## src/rtl/decode_pipe_if.sv

```systemverilog
// IF/ID -> ID/EX bundle for the decode stage.
// master drives the IF/ID side, slave is the stage.
interface decode_pipe_if #(
  parameter int len  = 32,
  parameter int NB   = 5,
  parameter int EXB  = 4,
  parameter int MEMB = 3,
  parameter int WBB  = 2
);
  logic            in_valid;
  logic [len-1:0]  in_pc_jump;
  logic [31:0]     in_instruccion;
  logic [EXB-1:0]  in_execute_bus;
  logic [MEMB-1:0] in_memory_bus;
  logic [WBB-1:0]  in_writeBack_bus;

  logic            out_valid;
  logic [len-1:0]  out_pc_jump;
  logic [len-1:0]  out_reg1;
  logic [len-1:0]  out_reg2;
  logic [len-1:0]  out_sign_extend;
  logic [NB-1:0]   out_rs;
  logic [NB-1:0]   out_rt;
  logic [NB-1:0]   out_rd;
  logic [4:0]      out_shamt;
  logic [EXB-1:0]  execute_bus;
  logic [MEMB-1:0] memory_bus;
  logic [WBB-1:0]  writeBack_bus;

  modport master (
    output in_valid, in_pc_jump, in_instruccion,
    output in_execute_bus, in_memory_bus, in_writeBack_bus,
    input  out_valid, out_pc_jump, out_reg1, out_reg2,
    input  out_sign_extend, out_rs, out_rt, out_rd, out_shamt,
    input  execute_bus, memory_bus, writeBack_bus
  );

  modport slave (
    input  in_valid, in_pc_jump, in_instruccion,
    input  in_execute_bus, in_memory_bus, in_writeBack_bus,
    output out_valid, out_pc_jump, out_reg1, out_reg2,
    output out_sign_extend, out_rs, out_rt, out_rd, out_shamt,
    output execute_bus, memory_bus, writeBack_bus
  );
endinterface

```

## src/rtl/decode_pipe.sv

```systemverilog
// MIPS decode stage: regfile, imm extend, load-use
// hazard, registered ID/EX entry, stall counter.
module decode_pipe #(
  parameter int len  = 32,
  parameter int NREG = 32,
  parameter int NB   = $clog2(NREG),
  parameter int EXB  = 4,
  parameter int MEMB = 3,
  parameter int WBB  = 2,
  parameter int CNTW = 16
) (
  input  logic            clk,
  input  logic            reset,
  decode_pipe_if.slave    bus,
  input  logic            RegWrite,
  input  logic [NB-1:0]   write_register,
  input  logic [len-1:0]  write_data,
  input  logic            ex_MemRead,
  input  logic [NB-1:0]   ex_rt,
  input  logic            flush,
  output logic            out_stall,
  output logic [CNTW-1:0] out_stall_count
);

  localparam int FW = (NB < 5) ? NB : 5;

  function automatic logic [NB-1:0] field(
    input logic [4:0] f
  );
    logic [NB-1:0] r;
    r = '0;
    r[FW-1:0] = f[FW-1:0];
    return r;
  endfunction

  logic [len-1:0] rf [NREG];
  logic [31:0]    ins;
  logic [NB-1:0]  rs, rt, rd;
  logic           zext;
  logic [len-1:0] imm;
  logic [len-1:0] rd1, rd2;
  logic           wr_en;
  logic           bubble;

  assign ins   = bus.in_instruccion;
  assign rs    = field(ins[25:21]);
  assign rt    = field(ins[20:16]);
  assign rd    = field(ins[15:11]);
  assign wr_en = RegWrite && (write_register != '0);

  // andi/ori/xori/lui share the 0011xx opcode group
  assign zext = (ins[31:26] & 6'b111100) == 6'b001100;

  // immediate extension
  always_comb begin
    imm = '0;
    if (zext) imm = len'(ins[15:0]);
    else      imm = len'(signed'(ins[15:0]));
  end

  // register reads with same-cycle write-through
  always_comb begin
    rd1 = '0;
    rd2 = '0;
    if (rs != '0)
      rd1 = (wr_en && write_register == rs)
            ? write_data : rf[rs];
    if (rt != '0)
      rd2 = (wr_en && write_register == rt)
            ? write_data : rf[rt];
  end

  assign out_stall = bus.in_valid & ex_MemRead
                   & (ex_rt != '0)
                   & ((ex_rt == rs) | (ex_rt == rt))
                   & ~flush;

  assign bubble = flush | out_stall | ~bus.in_valid;

  // register file storage
  always_ff @(posedge clk) begin
    if (reset) begin
      for (int i = 0; i < NREG; i++) rf[i] <= '0;
    end else if (wr_en) begin
      rf[write_register] <= write_data;
    end
  end

  // ID/EX pipeline register
  always_ff @(posedge clk) begin
    if (reset || bubble) begin
      bus.out_valid       <= 1'b0;
      bus.out_pc_jump     <= '0;
      bus.out_reg1        <= '0;
      bus.out_reg2        <= '0;
      bus.out_sign_extend <= '0;
      bus.out_rs          <= '0;
      bus.out_rt          <= '0;
      bus.out_rd          <= '0;
      bus.out_shamt       <= '0;
      bus.execute_bus     <= '0;
      bus.memory_bus      <= '0;
      bus.writeBack_bus   <= '0;
    end else begin
      bus.out_valid       <= 1'b1;
      bus.out_pc_jump     <= bus.in_pc_jump;
      bus.out_reg1        <= rd1;
      bus.out_reg2        <= rd2;
      bus.out_sign_extend <= imm;
      bus.out_rs          <= rs;
      bus.out_rt          <= rt;
      bus.out_rd          <= rd;
      bus.out_shamt       <= ins[10:6];
      bus.execute_bus     <= bus.in_execute_bus;
      bus.memory_bus      <= bus.in_memory_bus;
      bus.writeBack_bus   <= bus.in_writeBack_bus;
    end
  end

  // saturating stall-cycle counter
  always_ff @(posedge clk) begin
    if (reset)
      out_stall_count <= '0;
    else if (out_stall && out_stall_count != '1)
      out_stall_count <= out_stall_count + 1'b1;
  end

endmodule

```

## src/flat_wrapper.sv

```systemverilog
// flat-port wrapper written by rule: the top's interface ports become plain ports
module decode_pipe_flat 
#(
  parameter int len  = 32,
  parameter int NREG = 32,
  parameter int NB   = $clog2(NREG),
  parameter int EXB  = 4,
  parameter int MEMB = 3,
  parameter int WBB  = 2,
  parameter int CNTW = 16
)
  (clk, reset, RegWrite, write_register, write_data, ex_MemRead, ex_rt, flush, out_stall, out_stall_count, bus_in_valid, bus_in_pc_jump, bus_in_instruccion, bus_in_execute_bus, bus_in_memory_bus, bus_in_writeBack_bus, bus_out_valid, bus_out_pc_jump, bus_out_reg1, bus_out_reg2, bus_out_sign_extend, bus_out_rs, bus_out_rt, bus_out_rd, bus_out_shamt, bus_execute_bus, bus_memory_bus, bus_writeBack_bus);
  decode_pipe_if #(.len(len), .NB(NB), .EXB(EXB), .MEMB(MEMB), .WBB(WBB)) bus_i ();
  input  logic clk;
  input  logic reset;
  input  logic RegWrite;
  input  logic [NB-1:0] write_register;
  input  logic [len-1:0] write_data;
  input  logic ex_MemRead;
  input  logic [NB-1:0] ex_rt;
  input  logic flush;
  output logic out_stall;
  output logic [CNTW-1:0] out_stall_count;
  input wire logic [$bits(bus_i.in_valid)-1:0] bus_in_valid;
  input wire logic [$bits(bus_i.in_pc_jump)-1:0] bus_in_pc_jump;
  input wire logic [$bits(bus_i.in_instruccion)-1:0] bus_in_instruccion;
  input wire logic [$bits(bus_i.in_execute_bus)-1:0] bus_in_execute_bus;
  input wire logic [$bits(bus_i.in_memory_bus)-1:0] bus_in_memory_bus;
  input wire logic [$bits(bus_i.in_writeBack_bus)-1:0] bus_in_writeBack_bus;
  output wire logic [$bits(bus_i.out_valid)-1:0] bus_out_valid;
  output wire logic [$bits(bus_i.out_pc_jump)-1:0] bus_out_pc_jump;
  output wire logic [$bits(bus_i.out_reg1)-1:0] bus_out_reg1;
  output wire logic [$bits(bus_i.out_reg2)-1:0] bus_out_reg2;
  output wire logic [$bits(bus_i.out_sign_extend)-1:0] bus_out_sign_extend;
  output wire logic [$bits(bus_i.out_rs)-1:0] bus_out_rs;
  output wire logic [$bits(bus_i.out_rt)-1:0] bus_out_rt;
  output wire logic [$bits(bus_i.out_rd)-1:0] bus_out_rd;
  output wire logic [$bits(bus_i.out_shamt)-1:0] bus_out_shamt;
  output wire logic [$bits(bus_i.execute_bus)-1:0] bus_execute_bus;
  output wire logic [$bits(bus_i.memory_bus)-1:0] bus_memory_bus;
  output wire logic [$bits(bus_i.writeBack_bus)-1:0] bus_writeBack_bus;
  assign bus_i.in_valid = bus_in_valid;
  assign bus_i.in_pc_jump = bus_in_pc_jump;
  assign bus_i.in_instruccion = bus_in_instruccion;
  assign bus_i.in_execute_bus = bus_in_execute_bus;
  assign bus_i.in_memory_bus = bus_in_memory_bus;
  assign bus_i.in_writeBack_bus = bus_in_writeBack_bus;
  assign bus_out_valid = bus_i.out_valid;
  assign bus_out_pc_jump = bus_i.out_pc_jump;
  assign bus_out_reg1 = bus_i.out_reg1;
  assign bus_out_reg2 = bus_i.out_reg2;
  assign bus_out_sign_extend = bus_i.out_sign_extend;
  assign bus_out_rs = bus_i.out_rs;
  assign bus_out_rt = bus_i.out_rt;
  assign bus_out_rd = bus_i.out_rd;
  assign bus_out_shamt = bus_i.out_shamt;
  assign bus_execute_bus = bus_i.execute_bus;
  assign bus_memory_bus = bus_i.memory_bus;
  assign bus_writeBack_bus = bus_i.writeBack_bus;
  decode_pipe #(.len(len), .NREG(NREG), .NB(NB), .EXB(EXB), .MEMB(MEMB), .WBB(WBB), .CNTW(CNTW)) u_core (.clk(clk), .reset(reset), .bus(bus_i), .RegWrite(RegWrite), .write_register(write_register), .write_data(write_data), .ex_MemRead(ex_MemRead), .ex_rt(ex_rt), .flush(flush), .out_stall(out_stall), .out_stall_count(out_stall_count));
endmodule
```

## config.mk

```make
export PLATFORM = sky130hd
export DESIGN_NAME = decode_pipe_flat
export DESIGN_NICKNAME = d
export VERILOG_FILES = /design/src/rtl/decode_pipe_if.sv /design/src/rtl/decode_pipe.sv /design/src/flat_wrapper.sv
export SDC_FILE = /design/constraint.sdc
export NUM_CORES = 2
export LEC_CHECK = 0
export BUFFER_PORTS_ARGS = -buffer_cell sky130_fd_sc_hd__buf_4
export CAP_MARGIN = 25
export CORE_MARGIN = 2
export CORE_UTILIZATION = 52
export DETAILED_ROUTE_END_ITERATION = 12
export PLACE_DENSITY = 0.7
export SYNTH_ARGS = -nofsm -noshare
export SYNTH_HDL_FRONTEND = slang
export SYNTH_SLANG_ARGS = --single-unit
export TNS_END_PERCENT = 5
```

## constraint.sdc

```tcl
create_clock -name clk -period 3.2 [get_ports clk]
set_input_delay 0.16 -clock clk [delete_from_list [all_inputs] [get_ports clk]]
set_output_delay 0.16 -clock clk [all_outputs]
set_load 0.03 [all_outputs]
```

==> flow_summary.json <==
{
  "status": "finished clean",
  "totalWireLength_um": 205700,
  "firstDrtPassIters": 6,
  "r2r_start": "u_core.out_stall_count[2]$_SDFFE_PP0P_",
  "power_frac_seq_pct": 48.4,
  "min_period_over_period_pct": 79.58,
  "ys_warn_count": 0,
  "cp.required_ns": 3.87,
  "cts-buffers-inserted": 130,
  "register_area_um2": 33730,
  "worst-path-buf-inv": 5,
  "relSlewSlack_pct": 26.53,
  "drt.antenna.violating_nets": 0,
  "die-height_um": 341.6,
  "cts_tree": "done",
  "synth.distinct_cells": 52,
  "worstHoldPathCells": 3,
  "ys_top_cells_by_area": "edfxtp_1 52%, mux4_2 15%, and2_1 11%",
  "slew_viol_final": 0,
  "antenna_found_initial": 18,
  "synth_cells": 4202,
  "p_switching_uw": 9051,
  "comb_power_share_pct": 11.5,
  "final.setup.tns_ns": 0,
  "cap_violations": 0,
  "fill_cells": 8320,
  "cp_slowest_cell": "buf_4",
  "clock_latency_ns": 0.75,
  "synth_largest_area_cell": "edfxtp_1",
  "synth-xor-area-share_pct": 0.2956,
  "power.total_uw": 36820,
  "gr-usage-met1_pct": 47.03,
  "whs_ns": 0.06462,
  "post-cts-setup-buffers": 0,
  "io_buffers": 293,
  "drt_iter0_drc": 6664,
  "grt_usage_pct": 35.04,
  "syn2layout_area_growth_pct": 16.24,
  "min_period_ns": 2.547,
  "cts.clk_slew.worst_paths_ns": 0.06,
  "grt_pass1_wl_um": 288500,
  "syn_area_um2": 59260,
  "place_ws_ns": 0.4743,
  "synth-compound-area-share_pct": 6.630,
  "cp_top_family": "buffers and inverters",
  "wl_per_cell_um": 33.76,
  "cts-resized-gates": 0,
  "max_stage_delay_ns": 0.61,
  "synth_seq_cells": 1173,
  "tightest_slew_ns": 1.099,
  "viasPerCell": 6.813,
  "p_int_uw": 27770,
  "synthFlopType": "edfxtp_1",
  "hold_buffers": 93,
  "drc_errors": 0,
  "synthAdderAreaFrac_pct": 0.02111,
  "hold_path_end": "u_core.bus.out_reg1[27]$_SDFF_PP0_",
  "busiest_layer": "met2",
  "clkPwrFrac_pct": 40.1,
  "place_congestion": 0.8745,
  "crit_type": "input port to flop",
  "synth_edf_count": 1024,
  "multi_input_area_um2": 23950,
  "ys_async_sr_fraction_pct": 0,
  "synth_simple_gate_area_share_pct": 13.62,
  "worstHoldStart": "bus_in_instruccion[23]",
  "powerDensity_nw_per_um2": 534.5,
  "rsz0062_at_grt": "no",
  "layout_common_cells": "1062 x and2_1, 1024 x edfxtp_1, 442 x buf_4",
  "rows": 123,
  "dp_hpwl_um": 118200,
  "initial_core_util_pct": 52.53,
  "rrSetupSlack_ns": 1.12,
  "mostFrequentLayoutCell": "and2_1",
  "setup_slack_ns": 0.6534,
  "cts_sinks": 1173,
  "peakVddDrop_uv": 525.6,
  "synth.avg_cell_area_um2": 14.10,
  "hold_viol": 0,
  "grt_pass1_vias": 40592,
  "htreeDepth": 4,
  "worstPathMaxFanout": 23,
  "die_area_um2": 116700,
  "swShare_pct": 24.58,
  "critPathArrivalTime_ns": 3.22,
  "finish.utilization_pct": 61.06,
  "vias": 41498,
  "startpoint_type": "input port",
  "layout-drive-gt1-share_pct": 24.84,
  "core_um2": 112800,
  "hold_class": "input port to flop",
  "crit_top_cell": "buf_4",
  "r2r_cells": 6,
  "worstReg2RegEnd": "u_core.out_stall_count[4]$_SDFFE_PP0P_",
  "cts_buffer_depth": 3,
  "fin_skew_ns": 0.03081,
  "die_w_um": 341.6,
  "netlist.area_leader.share_pct": 51.89,
  "grt_use_met3_pct": 9.567,
  "cts_root_buf": "clkbuf_16",
  "nets": 4602,
  "fmax_mhz": 392.7,
  "path_cells": "dlygate4sd3_1, buf_4, nor3b_1, buf_4, o21ai_0, buf_4, nor3b_4, buf_4, a32o_1",
  "use_met2_pct": 53.22,
  "worst_setup_path_end_kind": "flop",
  "grt_max_degree": 94,
  "p_leak_uw": 0.02474,
  "io_pins": 296,
  "seq_area_frac_synth_pct": 56.92,
  "grt-ovfl-total": 0,
  "setup_violations": 0,
  "muxShareOfSynthArea_pct": 19.12,
  "synth_top_family_by_area": "multiplexers"
}
==> cell families after synthesis <==
group	after synthesis
AO/OA/AOI/OAI	527
XOR/XNOR	20
adder cells (fa/ha/maj)	1
buffers and inverters	470
flip-flops	1173
multiplexers	645
other	1
AND/OR/NAND/NOR	1365
==> state kept, by name, indices dropped and copies added, names as in the netlist, 3 cells and up <==
name and flops:
u_core.bus.out_rd 5, u_core.bus.out_shamt 4, u_core.bus.out_pc_jump 32, u_core.rf 1024
u_core.bus.out_reg2 32, u_core.bus.memory_bus 3, u_core.bus.out_sign_extend 8, u_core.bus.execute_bus 4
u_core.out_stall_count 16, u_core.bus.out_rs 5, u_core.bus.out_reg1 32, u_core.bus.out_rt 5
==> synthesized netlist by cell type (6+ instances only) <==
cell,number
mux2i_1,250
nor2b_1,9
edfxtp_1,1024
buf_4,32
a221oi_1,184
or2_2,31
o21ai_0,68
a32o_1,62
dfxtp_1,149
mux2_2,6
mux4_2,389
nor4_1,9
nor2_1,51
xnor2_1,14
and2_1,1063
nand4_1,6
or3_1,6
clkbuf_1,339
xor2_1,6
nand2_1,144
o2111ai_1,63
nand3_1,15
nand2b_1,7
buf_2,88
o21bai_1,6
a21oi_1,130
==> worst register-to-register path, delay by kind of cell (launching register included) <==
| kind | cells | cell delay (ns) |
|---|---|---|
| mux | 1 | 0.28 |
| simple gates | 5 | 1.27 |
| flops | 1 | 0.43 |
==> metrics by stage <==
step | area, um2 | instances
2_1_floorplan | 59380 | 4233
3_3_place_gp | 63780 | 5755
3_5_place_dp | 63780 | 5755
4_1_cts | 68860 | 6081
5_1_grt | 68860 | 6082
6_report | 68880 | 6091
==> routing by layer <==
| layer | wire (um) | part of all wire [%] | vias to the layer above |
|---|---|---|---|
| met1 | 73560 | 36 | 20654 |
| met5 | 103 | 0.050 | - |
| met2 | 91720 | 45 | 3558 |
| met3 | 29620 | 14 | 683 |
| met4 | 10650 | 5.2 | 14 |
| li1 | - | - | 16589 |
==> worst max-delay path by stage <==
stage	slack, ns	endpoint	startpoint	cells after the start
after detailed placement	0.47	u_core.bus.out_reg1[1]$_SDFF_PP0_	ex_rt[1]	7
after global routing	0.69	u_core.bus.out_reg1[2]$_SDFF_PP0_	reset	9
after floorplan	0.89	u_core.rf[4][0]$_SDFFCE_PN0P_	write_register[4]	4
after global placement	0.49	u_core.bus.out_reg1[10]$_SDFF_PP0_	ex_rt[1]	7
after CTS	0.85	u_core.bus.out_reg1[1]$_SDFF_PP0_	reset	9
final	0.65	u_core.bus.out_reg1[5]$_SDFF_PP0_	reset	9
==> layout make-up <==
type                            count  area share, %
Sequential cell                  1173          48.97
Multi-Input combinational cell   2590          34.77
Timing Repair Buffer              580          7.447
Clock buffer                      189          5.513
Tap cell                         1500          2.725
Clock inverter                     44         0.5086
Antenna cell                       10        0.03633
Inverter                            5        0.02725
==> power groups by stage <==
| stage | Clock, uW | Combinational (uW) | Sequential, uW |
|---|---|---|---|
| 3_5_place_dp | 0 | 4040 | 18100 |
| 4_1_cts | 14800 | 4150 | 17800 |
| 6_report | 14800 | 4250 | 17800 |
| 2_1_floorplan | 0 | 2400 | 18100 |
| 5_1_grt | 15400 | 4370 | 17900 |
| 3_3_place_gp | 0 | 4010 | 18000 |
(Power assumes the default switching activity.)
